==> config.mk <==
export PLATFORM = sky130hd
export DESIGN_NAME = dds_rom_reader_flat
export DESIGN_NICKNAME = d
export VERILOG_FILES = /design/src/rtl/dds_pkg.sv /design/src/rtl/dds_rom_reader_if.sv /design/src/rtl/dds_rom_reader_sample_fifo.sv /design/src/rtl/dds_rom_reader.sv /design/src/flat_wrapper.sv
export SDC_FILE = /design/constraint.sdc
export NUM_CORES = 1
export LEC_CHECK = 0
export ABC_CLOCK_PERIOD_IN_PS = 3000
export BUFFER_PORTS_ARGS = -buffer_cell sky130_fd_sc_hd__buf_2
export CAP_MARGIN = 20
export CORE_MARGIN = 2
export CORE_UTILIZATION = 34
export CTS_BUF_LIST = sky130_fd_sc_hd__clkbuf_4
export DETAILED_ROUTE_END_ITERATION = 10
export HOLD_SLACK_MARGIN = 0.15
export PLACE_DENSITY = 0.53
export SLEW_MARGIN = 30
export SYNTH_ARGS = -nofsm -noshare
export SYNTH_HDL_FRONTEND = slang
export SYNTH_SLANG_ARGS = --single-unit
==> constraint.sdc <==
create_clock -name clk -period 3 [get_ports clk]
set_input_delay 0.6 -clock clk [delete_from_list [all_inputs] [get_ports clk]]
set_output_delay 0.6 -clock clk [all_outputs]
set_load 0.01 [all_outputs]
==> src/rtl/dds_pkg.sv <==
// ---------------------------------------------------------------------------
// dds_pkg
// Shared definitions for the sine-ROM read path of the DAC datapath:
//   - default widths of the phase accumulator, ROM address and sample data
//   - controller state encoding (IDLE / RUN / DRAIN)
//   - phase_to_addr(): takes the top ADDR_W bits of a PHASE_W-bit phase
// ---------------------------------------------------------------------------
package dds_pkg;

  localparam int PHASE_W_DEF = 32;
  localparam int ADDR_W_DEF  = 12;
  localparam int DATA_W_DEF  = 8;

  typedef enum logic [1:0] {
    ST_IDLE  = 2'd0,
    ST_RUN   = 2'd1,
    ST_DRAIN = 2'd2
  } dds_state_e;

  // The phase is passed zero-extended to 64 bits so one function serves any
  // PHASE_W/ADDR_W pair; the caller truncates the result to ADDR_W.
  function automatic logic [63:0] phase_to_addr(input logic [63:0] phase,
                                                input int         phase_w,
                                                input int         addr_w);
    return phase >> (phase_w - addr_w);
  endfunction

endpackage

==> src/rtl/dds_rom_reader_if.sv <==
// ---------------------------------------------------------------------------
// dds_rom_reader_if
// Groups the two buses of the ROM reader:
//   ROM request  : rom_en, rom_addr (reader -> ROM), rom_data (ROM -> reader)
//   sample stream: sample_data, sample_valid (reader -> DAC driver),
//                  sample_ready (DAC driver -> reader)
// master = the reader, slave = the ROM / downstream consumer side.
// ---------------------------------------------------------------------------
interface dds_rom_reader_if #(
  parameter int ADDR_W = dds_pkg::ADDR_W_DEF,
  parameter int DATA_W = dds_pkg::DATA_W_DEF
) ();

  logic              rom_en;
  logic [ADDR_W-1:0] rom_addr;
  logic [DATA_W-1:0] rom_data;
  logic [DATA_W-1:0] sample_data;
  logic              sample_valid;
  logic              sample_ready;

  modport master (
    output rom_en, rom_addr, sample_data, sample_valid,
    input  rom_data, sample_ready
  );

  modport slave (
    input  rom_en, rom_addr, sample_data, sample_valid,
    output rom_data, sample_ready
  );

endinterface

==> src/rtl/dds_rom_reader_sample_fifo.sv <==
// ---------------------------------------------------------------------------
// sample_fifo
// Synchronous FIFO holding returned sine samples until the DAC driver takes
// them. Push and pop may happen in the same cycle at any occupancy.
// Ports:
//   clk, rst_n   clock, synchronous active-low reset
//   push, din    write strobe and data
//   pop          read strobe (head is consumed)
//   dout         head entry (0 while empty)
//   empty, full  occupancy flags
//   count        number of stored entries
// ---------------------------------------------------------------------------
module sample_fifo
  import dds_pkg::*;
#(
  parameter int DATA_W     = DATA_W_DEF,
  parameter int FIFO_DEPTH = 4
) (
  input  logic                        clk,
  input  logic                        rst_n,
  input  logic                        push,
  input  logic                        pop,
  input  logic [DATA_W-1:0]           din,
  output logic [DATA_W-1:0]           dout,
  output logic                        empty,
  output logic                        full,
  output logic [$clog2(FIFO_DEPTH):0] count
);

  localparam int PTR_W = $clog2(FIFO_DEPTH);

  logic [DATA_W-1:0] r_mem [FIFO_DEPTH];
  logic [PTR_W-1:0]  r_wr_ptr;
  logic [PTR_W-1:0]  r_rd_ptr;
  logic [PTR_W:0]    r_count;
  logic              w_do_pop;
  logic              w_do_push;

  // Guard strobes so an illegal pop/push can never corrupt the pointers;
  // a push into a full FIFO is legal when a pop frees the head this cycle.
  assign w_do_pop  = pop && !empty;
  assign w_do_push = push && (!full || w_do_pop);

  assign empty = (r_count == '0);
  assign full  = (r_count == (PTR_W + 1)'(FIFO_DEPTH));
  assign count = r_count;
  assign dout  = empty ? '0 : r_mem[r_rd_ptr];

  // Pointer and occupancy bookkeeping.
  always_ff @(posedge clk) begin
    if (!rst_n) begin
      r_wr_ptr <= '0;
      r_rd_ptr <= '0;
      r_count  <= '0;
    end else begin
      if (w_do_push) r_wr_ptr <= r_wr_ptr + PTR_W'(1);
      if (w_do_pop)  r_rd_ptr <= r_rd_ptr + PTR_W'(1);
      case ({w_do_push, w_do_pop})
        2'b10:   r_count <= r_count + (PTR_W + 1)'(1);
        2'b01:   r_count <= r_count - (PTR_W + 1)'(1);
        default: r_count <= r_count;
      endcase
    end
  end

  // Storage array; contents are don't-care while not covered by r_count.
  always_ff @(posedge clk) begin
    if (w_do_push) r_mem[r_wr_ptr] <= din;
  end

endmodule

==> src/rtl/dds_rom_reader.sv <==
// ---------------------------------------------------------------------------
// dds_rom_reader
// Read side of the sine lookup ROM. A phase accumulator issues ROM addresses
// at a programmable rate, an in-flight shift register tracks the ROM read
// latency, and returned samples are buffered in sample_fifo and offered to
// the DAC driver over a valid/ready stream. Issues are credit-limited so the
// FIFO can never overflow and no sample is ever dropped or duplicated.
// Ports:
//   clk, rst_n   clock, synchronous active-low reset
//   enable       level, 1 = generate samples
//   freq_word    phase increment, latched by the freq_load strobe
//   rate_div     one address issue per rate_div+1 cycles
//   running      controller not idle
//   bus          ROM request bus and sample stream (master side)
// ---------------------------------------------------------------------------
module dds_rom_reader
  import dds_pkg::*;
#(
  parameter int PHASE_W    = PHASE_W_DEF,
  parameter int ADDR_W     = ADDR_W_DEF,
  parameter int DATA_W     = DATA_W_DEF,
  parameter int ROM_LAT    = 1,
  parameter int FIFO_DEPTH = 4
) (
  input  logic                clk,
  input  logic                rst_n,
  input  logic                enable,
  input  logic [PHASE_W-1:0]  freq_word,
  input  logic                freq_load,
  input  logic [15:0]         rate_div,
  output logic                running,
  dds_rom_reader_if.master    bus
);

  localparam logic [1:0] S_IDLE  = ST_IDLE;
  localparam logic [1:0] S_RUN   = ST_RUN;
  localparam logic [1:0] S_DRAIN = ST_DRAIN;
  localparam int         CNT_W   = $clog2(FIFO_DEPTH) + 1;
  localparam int         SUM_W   = CNT_W + 3;

  logic [1:0]         r_state;
  logic [PHASE_W-1:0] r_phase;
  logic [PHASE_W-1:0] r_inc;
  logic [15:0]        r_rate_cnt;
  logic               r_pending;
  logic [ROM_LAT:0]   r_inflight;   // bit k set: request issued k cycles ago
  logic               r_rom_en;
  logic [ADDR_W-1:0]  r_rom_addr;
  logic               r_running;

  logic [1:0]         w_state_nxt;
  logic               w_tick;
  logic               w_credit;
  logic               w_issue;
  logic               w_start;
  logic               w_pop;
  logic               w_fifo_empty;
  logic               w_fifo_full;
  logic [CNT_W-1:0]   w_fifo_count;
  logic [SUM_W-1:0]   w_inflight_cnt;
  logic [SUM_W-1:0]   w_occupancy;
  logic [ADDR_W-1:0]  w_addr;

  assign w_addr = ADDR_W'(phase_to_addr(64'(r_phase), PHASE_W, ADDR_W));

  // Count requests still travelling through the ROM pipeline.
  always_comb begin
    w_inflight_cnt = '0;
    for (int i = 0; i <= ROM_LAT; i++) begin
      w_inflight_cnt = w_inflight_cnt + SUM_W'(r_inflight[i]);
    end
  end

  // The compare is >= so that lowering rate_div below the running count
  // still ticks on the next cycle instead of waiting for the counter to wrap.
  assign w_tick      = (r_state == S_RUN) && (r_rate_cnt >= rate_div);
  assign w_occupancy = SUM_W'(w_fifo_count) + w_inflight_cnt;
  assign w_credit    = (w_occupancy < SUM_W'(FIFO_DEPTH)) && !w_fifo_full;
  assign w_issue     = (r_state == S_RUN) && (w_tick || r_pending) && w_credit;
  assign w_start     = (r_state == S_IDLE) && (w_state_nxt == S_RUN);
  assign w_pop       = !w_fifo_empty && bus.sample_ready;

  // Next-state decode of the IDLE/RUN/DRAIN controller.
  always_comb begin
    w_state_nxt = r_state;
    case (r_state)
      S_IDLE: begin
        if (enable) w_state_nxt = S_RUN;
        else        w_state_nxt = S_IDLE;
      end
      S_RUN: begin
        if (!enable) w_state_nxt = S_DRAIN;
        else         w_state_nxt = S_RUN;
      end
      S_DRAIN: begin
        if (enable)                                    w_state_nxt = S_RUN;
        else if ((r_inflight == '0) && w_fifo_empty)   w_state_nxt = S_IDLE;
        else                                           w_state_nxt = S_DRAIN;
      end
      default: w_state_nxt = S_IDLE;
    endcase
  end

  // Controller state, phase accumulator, rate counter and request tracking.
  always_ff @(posedge clk) begin
    if (!rst_n) begin
      r_state    <= S_IDLE;
      r_running  <= 1'b0;
      r_phase    <= '0;
      r_inc      <= '0;
      r_rate_cnt <= 16'd0;
      r_pending  <= 1'b0;
      r_inflight <= '0;
      r_rom_en   <= 1'b0;
      r_rom_addr <= '0;
    end else begin
      r_state    <= w_state_nxt;
      r_running  <= (w_state_nxt != S_IDLE);
      r_inflight <= {r_inflight[ROM_LAT-1:0], w_issue};
      r_rom_en   <= w_issue;
      if (w_issue) r_rom_addr <= w_addr;
      // The issue uses the old increment even when freq_load arrives with it.
      if (freq_load) r_inc <= freq_word;
      if (w_start)      r_phase <= '0;
      else if (w_issue) r_phase <= r_phase + r_inc;
      if (w_start)                r_rate_cnt <= 16'd0;
      else if (r_state == S_RUN)  r_rate_cnt <= w_tick ? 16'd0 : r_rate_cnt + 16'd1;
      // A tick without credit waits here; at most one issue is ever owed.
      if (r_state == S_RUN) r_pending <= (w_tick || r_pending) && !w_credit;
      else                  r_pending <= 1'b0;
    end
  end

  sample_fifo #(
    .DATA_W     (DATA_W),
    .FIFO_DEPTH (FIFO_DEPTH)
  ) u_fifo (
    .clk   (clk),
    .rst_n (rst_n),
    .push  (r_inflight[ROM_LAT]),
    .pop   (w_pop),
    .din   (bus.rom_data),
    .dout  (bus.sample_data),
    .empty (w_fifo_empty),
    .full  (w_fifo_full),
    .count (w_fifo_count)
  );

  assign bus.rom_en       = r_rom_en;
  assign bus.rom_addr     = r_rom_addr;
  assign bus.sample_valid = !w_fifo_empty;
  assign running          = r_running;

endmodule

==> src/flat_wrapper.sv <==
// flat-port wrapper written by rule: the top's interface ports become plain ports
module dds_rom_reader_flat import dds_pkg::*;
#(
  parameter int PHASE_W    = PHASE_W_DEF,
  parameter int ADDR_W     = ADDR_W_DEF,
  parameter int DATA_W     = DATA_W_DEF,
  parameter int ROM_LAT    = 1,
  parameter int FIFO_DEPTH = 4
)
  (clk, rst_n, enable, freq_word, freq_load, rate_div, running, bus_rom_en, bus_rom_addr, bus_sample_data, bus_sample_valid, bus_rom_data, bus_sample_ready);
  dds_rom_reader_if #(.ADDR_W(ADDR_W), .DATA_W(DATA_W)) bus_i ();
  input  logic clk;
  input  logic rst_n;
  input  logic enable;
  input  logic [PHASE_W-1:0] freq_word;
  input  logic freq_load;
  input  logic [15:0] rate_div;
  output logic running;
  output wire logic [$bits(bus_i.rom_en)-1:0] bus_rom_en;
  output wire logic [$bits(bus_i.rom_addr)-1:0] bus_rom_addr;
  output wire logic [$bits(bus_i.sample_data)-1:0] bus_sample_data;
  output wire logic [$bits(bus_i.sample_valid)-1:0] bus_sample_valid;
  input wire logic [$bits(bus_i.rom_data)-1:0] bus_rom_data;
  input wire logic [$bits(bus_i.sample_ready)-1:0] bus_sample_ready;
  assign bus_rom_en = bus_i.rom_en;
  assign bus_rom_addr = bus_i.rom_addr;
  assign bus_sample_data = bus_i.sample_data;
  assign bus_sample_valid = bus_i.sample_valid;
  assign bus_i.rom_data = bus_rom_data;
  assign bus_i.sample_ready = bus_sample_ready;
  dds_rom_reader #(.PHASE_W(PHASE_W), .ADDR_W(ADDR_W), .DATA_W(DATA_W), .ROM_LAT(ROM_LAT), .FIFO_DEPTH(FIFO_DEPTH)) u_core (.clk(clk), .rst_n(rst_n), .enable(enable), .freq_word(freq_word), .freq_load(freq_load), .rate_div(rate_div), .running(running), .bus(bus_i));
endmodule
# Word level (Yosys, flattened, before mapping)
# Memories as Yosys holds them, arrays and structs flattened. A register that Yosys moved wholly into a read port is not among the register bits.
# Cells that the tools add are included.
# word_totals
n_memories	1
word_cells	64
out_inout_bits	23
reg_bits	106
ram_bits	32
# op_classes
bitwise	1
n_addsub	8
reduce_logical	22
n_lt_le_gt_ge	2
mux	12
eq_ne	6
# memory_table
memory	words	width	read_ports	rd_ports_with_merged_regs	write_ports	line_no	source
u_core.u_fifo.r_mem	4	8	1	1	1	dds_rom_reader_sample_fifo.sv:32	logic [DATA_W-1:0] r_mem [FIFO_DEPTH];
# ops
op	n
$add A32 B32 Y32	1
$add A16 B1 Y16 const B	1
$ge A16 B16 Y1	1
$mux W16	1
$logic_and A1 B1 Y1	10
$mux W2	5
$mux W8	1
$add A3 B6 Y6	1
$eq A2 B1 Y1 const B	3
$lt A6 B3 Y1 const B	1
$pmux W2 S3	1
$pmux W3 S2	1
$add A2 B1 Y2 const B	2
$eq A2 B2 Y1 const B	2
$logic_not A2 Y1	2
$reduce_bool A2 Y1	2
$add A3 B1 Y3 const B	1
$eq A3 B3 Y1 const B	1
$logic_not A1 Y1	3
$logic_not A3 Y1	1
$mux W1	3
$sub A3 B1 Y3 const B	1
$add A1 B1 Y2	1
$logic_or A1 B1 Y1	2
other kinds (3)	3

# Depth between registers and ports, before layout
# depth
ltp_word	8
depth_mapped	13
mapped_depth_nobuf	11

# Modules after synthesis
# Synthesis repeated with hierarchy kept, for this count alone.
# unflattened
cells_unflattened	755
hier_area_um2	7459.7
# modules_own_cells
mod	area_per_inst_um2	instances	cells_each	seq_area_each_um2
dds_rom_reader	5650.4	1	637	1961.9
sample_fifo	1809.2	1	118	1141.1

# Least setup slack after synthesis
# Ideal clock, no wire load.
# synth_path
kind	register -> register
from	register u_core.r_inc[0]
to	register u_core.r_phase[30]
synth_period_minus_slack_ps	2615
path_buffers	0
stages_incl_launch_ff	12
t_required_ps	2878
t_arrival_ps	2493
setup_time_ps	122
slack_ps	385
path_cell_list	dfxtp_1 > ha_1 > fa_1 > a21o_2 > a21oi_1 > o21ai_1 > a21oi_1 > o31ai_1 > a221oi_2 > a21bo_2 > xor2_1 > a21oi_1
# synth_via
elab_chain_len	1
# synth_rtl
item	line_no	source
start, declared	dds_rom_reader.sv:43	logic [PHASE_W-1:0] r_inc;
start signal, assigned	dds_rom_reader.sv:123	if (freq_load) r_inc <= freq_word;
$add A32 B32 Y32	dds_rom_reader.sv:125	else if (w_issue) r_phase <= r_phase + r_inc;
end signal, assigned	dds_rom_reader.sv:125	
end, declared	dds_rom_reader.sv:42	logic [PHASE_W-1:0] r_phase;
# No other way between the ends.
# A chain may end at the register's enable or synchronous reset.

# Worst setup path after layout
# layout_path
from	register u_core.r_inc[0]
to	register u_core.r_phase[16]
# The elaborated chain is that of the path after synthesis.

==> summary.md <==
| Metric | Value |
|---|---|
| DP HPWL | `between 10 and 15 mm` |
| Biggest area consumer among synthesized cells | `dfxtp_1` |
| Worst slew pin tran | `just under 700 ps` |
| Seq/Total Area, Yosys | `0.420` |
| Core area | `between 20000 and 25000 um2` |
| Initial antenna violation count | `1` |
| Final wirelength | `15.6 mm` |
| Fin nets | `between 900 and 1000` |
| Num rows | `53` |
| CP max FO | `4` |
| Slowest stage delay, CP | `about 430 ps` |
| Outcome | `finished clean` |
| Cells after synthesis | `slightly below 800` |
| Max-cap violations | `0` |
| Vias in the first global route | `about 5300` |
| Setup repair after global routing missed its margin | `false` |
| Max-slew violation count | `0` |
| Final setup violation count | `0` |
| Post-Syn Area | `7400 um2` |
| Max stage delay cell, worst path | `fa_1` |
| Clock Tree Root | `clkbuf_4` |
| Leak | `between 3 and 4 nW` |
| Fin. Hold Viols | `0` |
| Final worst slack | `roughly 200 ps` |
| CTS clk-pin slew, worst paths | `160 ps` |
| Critical path class | `flop to flop` |
| Crit-path cells | `ha_1, fa_1, a21o_2, a21oi_2, o21ai_2, a211oi_2, o21ai_0, a21o_1, a21oi_1, xnor2_1, o2bb2ai_1` |
| CTS Buffer Depth | `2` |
| Crit share post-route | `0.933` |
| Top cell type's share of synthesized area | `0.290` |
| Critical Path Sink Type | `flop` |
| Logic pwr share | `0.072` |
| CP startpoint kind | `flop` |
| Die span in y | `approximately 150 um` |
| CTS Buf Count | `17` |
| Hold WC Path Type | `primary input to flop` |
| Required time of the critical path | `3500 ps` |
| PortBufs | `83` |
| Ys Warns | `0` |
| Skew final | `between 20 and 25 ps` |
| Clock latency on the worst-skew pair | `~560 ps` |
| Die Area | `22900 um2` |
| Top-count cell post-synth | `dfxtp_1` |
| Initial DRC count | `roughly 150` |
| Max VDD drop | `between 0.2 and 0.3 mV` |
| Routability Congestion | `0.800` |
| Total track usage | `0.142` |
| WP data arrival | `about 3300 ps` |
| First-pass GRT wire length | `~26 mm` |
| Main synth FF type | `dfxtp_1` |
| Sw Share | `0.290` |
| Largest net degree at the start of global routing | `37` |
| Commonest cells in the netlist | `107 x dfxtp_1, 103 x nand2_1, 57 x a21oi_1, 55 x ha_1, 47 x nor2_1` |
| # H-tree levels | `4` |
| Fmax | `~360 MHz` |
| Routed wire per std cell | `approximately 14 um` |
| I/O pin count | `84` |
| PD cells | `between 400 and 500 nW/um2` |
| Asr flop ratio synth | `0` |
| Seq cells post-synth | `between 100 and 150` |
| Tmin final | `between 2000 and 3000 ps` |
| Average vias per placed instance | `4.80` |
| Vias | `5528` |
| Setup TNS | `0 ps` |
| Mapped Nets | `about 900` |
| Psw | `~0.0010 W` |
| Number of flops mapped to enable cells by yosys | `32` |
| Cell Int Power | `0.00245 W` |
| Worst hold stages | `1` |
| Remaining antenna violation count | `0` |
| DP Worst Slack | `-43.2 ps` |
| Sequential power share | `0.570` |
| Layout area overhead | `14.8%` |
| Ranking of synthesized cells by area | `dfxtp_1 29%, edfxtp_1 13%, ha_1 9.3%, nand2_1 5.2%, mux2i_1 4.7%` |
| DIE WIDTH | `between 150 and 200 um` |
| Clock sink count | `approximately 140` |
| Max_slew headroom | `0.548` |
| GR Overflow Total | `0` |
| Hold_buf cts | `0` |
| CTS tree | `built` |
| Drt pass-1 iters | `4` |
| Yosys cell types | `58` |
| DRC violations left | `0` |
| FF-to-FF path depth | `11` |
| Avg Inst Size Synth | `around 9.5 um2` |
| Layout cells sized above 1 | `0.183` |
| Initial Util | `0.350` |
| Clock group share of total power | `0.359` |
==> metal layers <==
metal | vias up | global-route usage | wire, um
li1 | 2903 | - | -
met2 | 75 | 0.235 | 7260
met3 | 8 | 0.0305 | 521
met4 | 0 | 0.0421 | 155
met1 | 2542 | 0.186 | 7640
met5 | - | 0 | 0
==> what timing repair did <==
item	in CTS	in global routing
pin swaps	1	1
setup endpoints to repair	3	5
setup buffers	1	1
resized for setup	0	4
==> through the flow <==
step                      utilization  cell area [um2]  hold WS, ps  std cells  total power (W)
after floorplan                     -             7400          436        779          0.00216
after global placement          0.384             8120          444       1115          0.00225
after detailed placement        0.385             8150          451       1116          0.00226
after CTS                       0.400             8460          200       1149          0.00350
after global routing            0.401             8490          184       1151          0.00360
final                           0.401             8490          240       1151          0.00345
==> logic make-up after synthesis <==
kind of cell             synth area share
AO/OA/AOI/OAI                       0.147
XOR/XNOR                           0.0533
AND/OR/NAND/NOR                     0.174
buffers and inverters              0.0360
adder cells (fa/ha/maj)            0.0985
flip-flops                          0.420
multiplexers                       0.0717
==> flip-flops by register name, indices dropped and copies added, names as in the netlist, named ones only <==
name	cells
u_core.r_inc	32
u_core.r_rate_cnt	16
u_core.r_pending	1
u_core.u_fifo.count	3
u_core.r_state	2
u_core.running	1
u_core.r_inflight	2
u_core.r_phase	32
u_core.bus.rom_addr	12
u_core.u_fifo.r_rd_ptr	2
u_core.u_fifo.r_wr_ptr	2
u_core.u_fifo.r_mem	32
==> worst max-delay path, delay by kind of cell (launching register included) <==
kind / cells / cell delay (ps)
AOI/OAI and AO/OA: 8 / 1540
adders and majority gates: 2 / 670
DFF: 1 / 340
xor gates and xnor gates: 1 / 180
==> power by group through the flow <==
stage	clock network (W)	registers, W	logic (W)
finish	0.00124	0.00196	0.000248
global route	0.00135	0.00197	0.000282
CTS	0.00128	0.00196	0.000252
detailed placement	0	0.00200	0.000251
global placement	0	0.00200	0.000250
floorplan	0	0.00200	0.000165
==> worst paths after layout <==
path                           from                        end  slack, ps
setup / recovery    u_core.r_inc[0]         u_core.r_phase[16]        200
setup reg to reg    u_core.r_inc[0]         u_core.r_phase[16]        200
hold / removal      bus_rom_data[0]  u_core.u_fifo.r_mem[1][0]        240
hold reg to reg   u_core.r_phase[5]          u_core.r_phase[5]        470
==> layout make-up <==
class	count	area, um2
fillers	2134	12700
multi-input cells	572	4050
flip-flops and latches	139	3100
repair buffers	97	553
well taps	275	344
clock inverters	15	176
inverters	35	131
clock buffers	17	128
diodes	1	2.50
==> placed cells by master, fill, tap and decap left out, types with 21 or more instances in the layout <==
master and count:
dfxtp_1 107, nand2_1 103, buf_2 83, a21oi_1 55
ha_1 55, nor2_1 46, nor2b_1 37, mux2i_1 35
inv_1 35, edfxtp_1 32, xnor2_1 24, xor2_1 21
and2_1 21
Note: power is estimated with default switching activity, not from simulation.
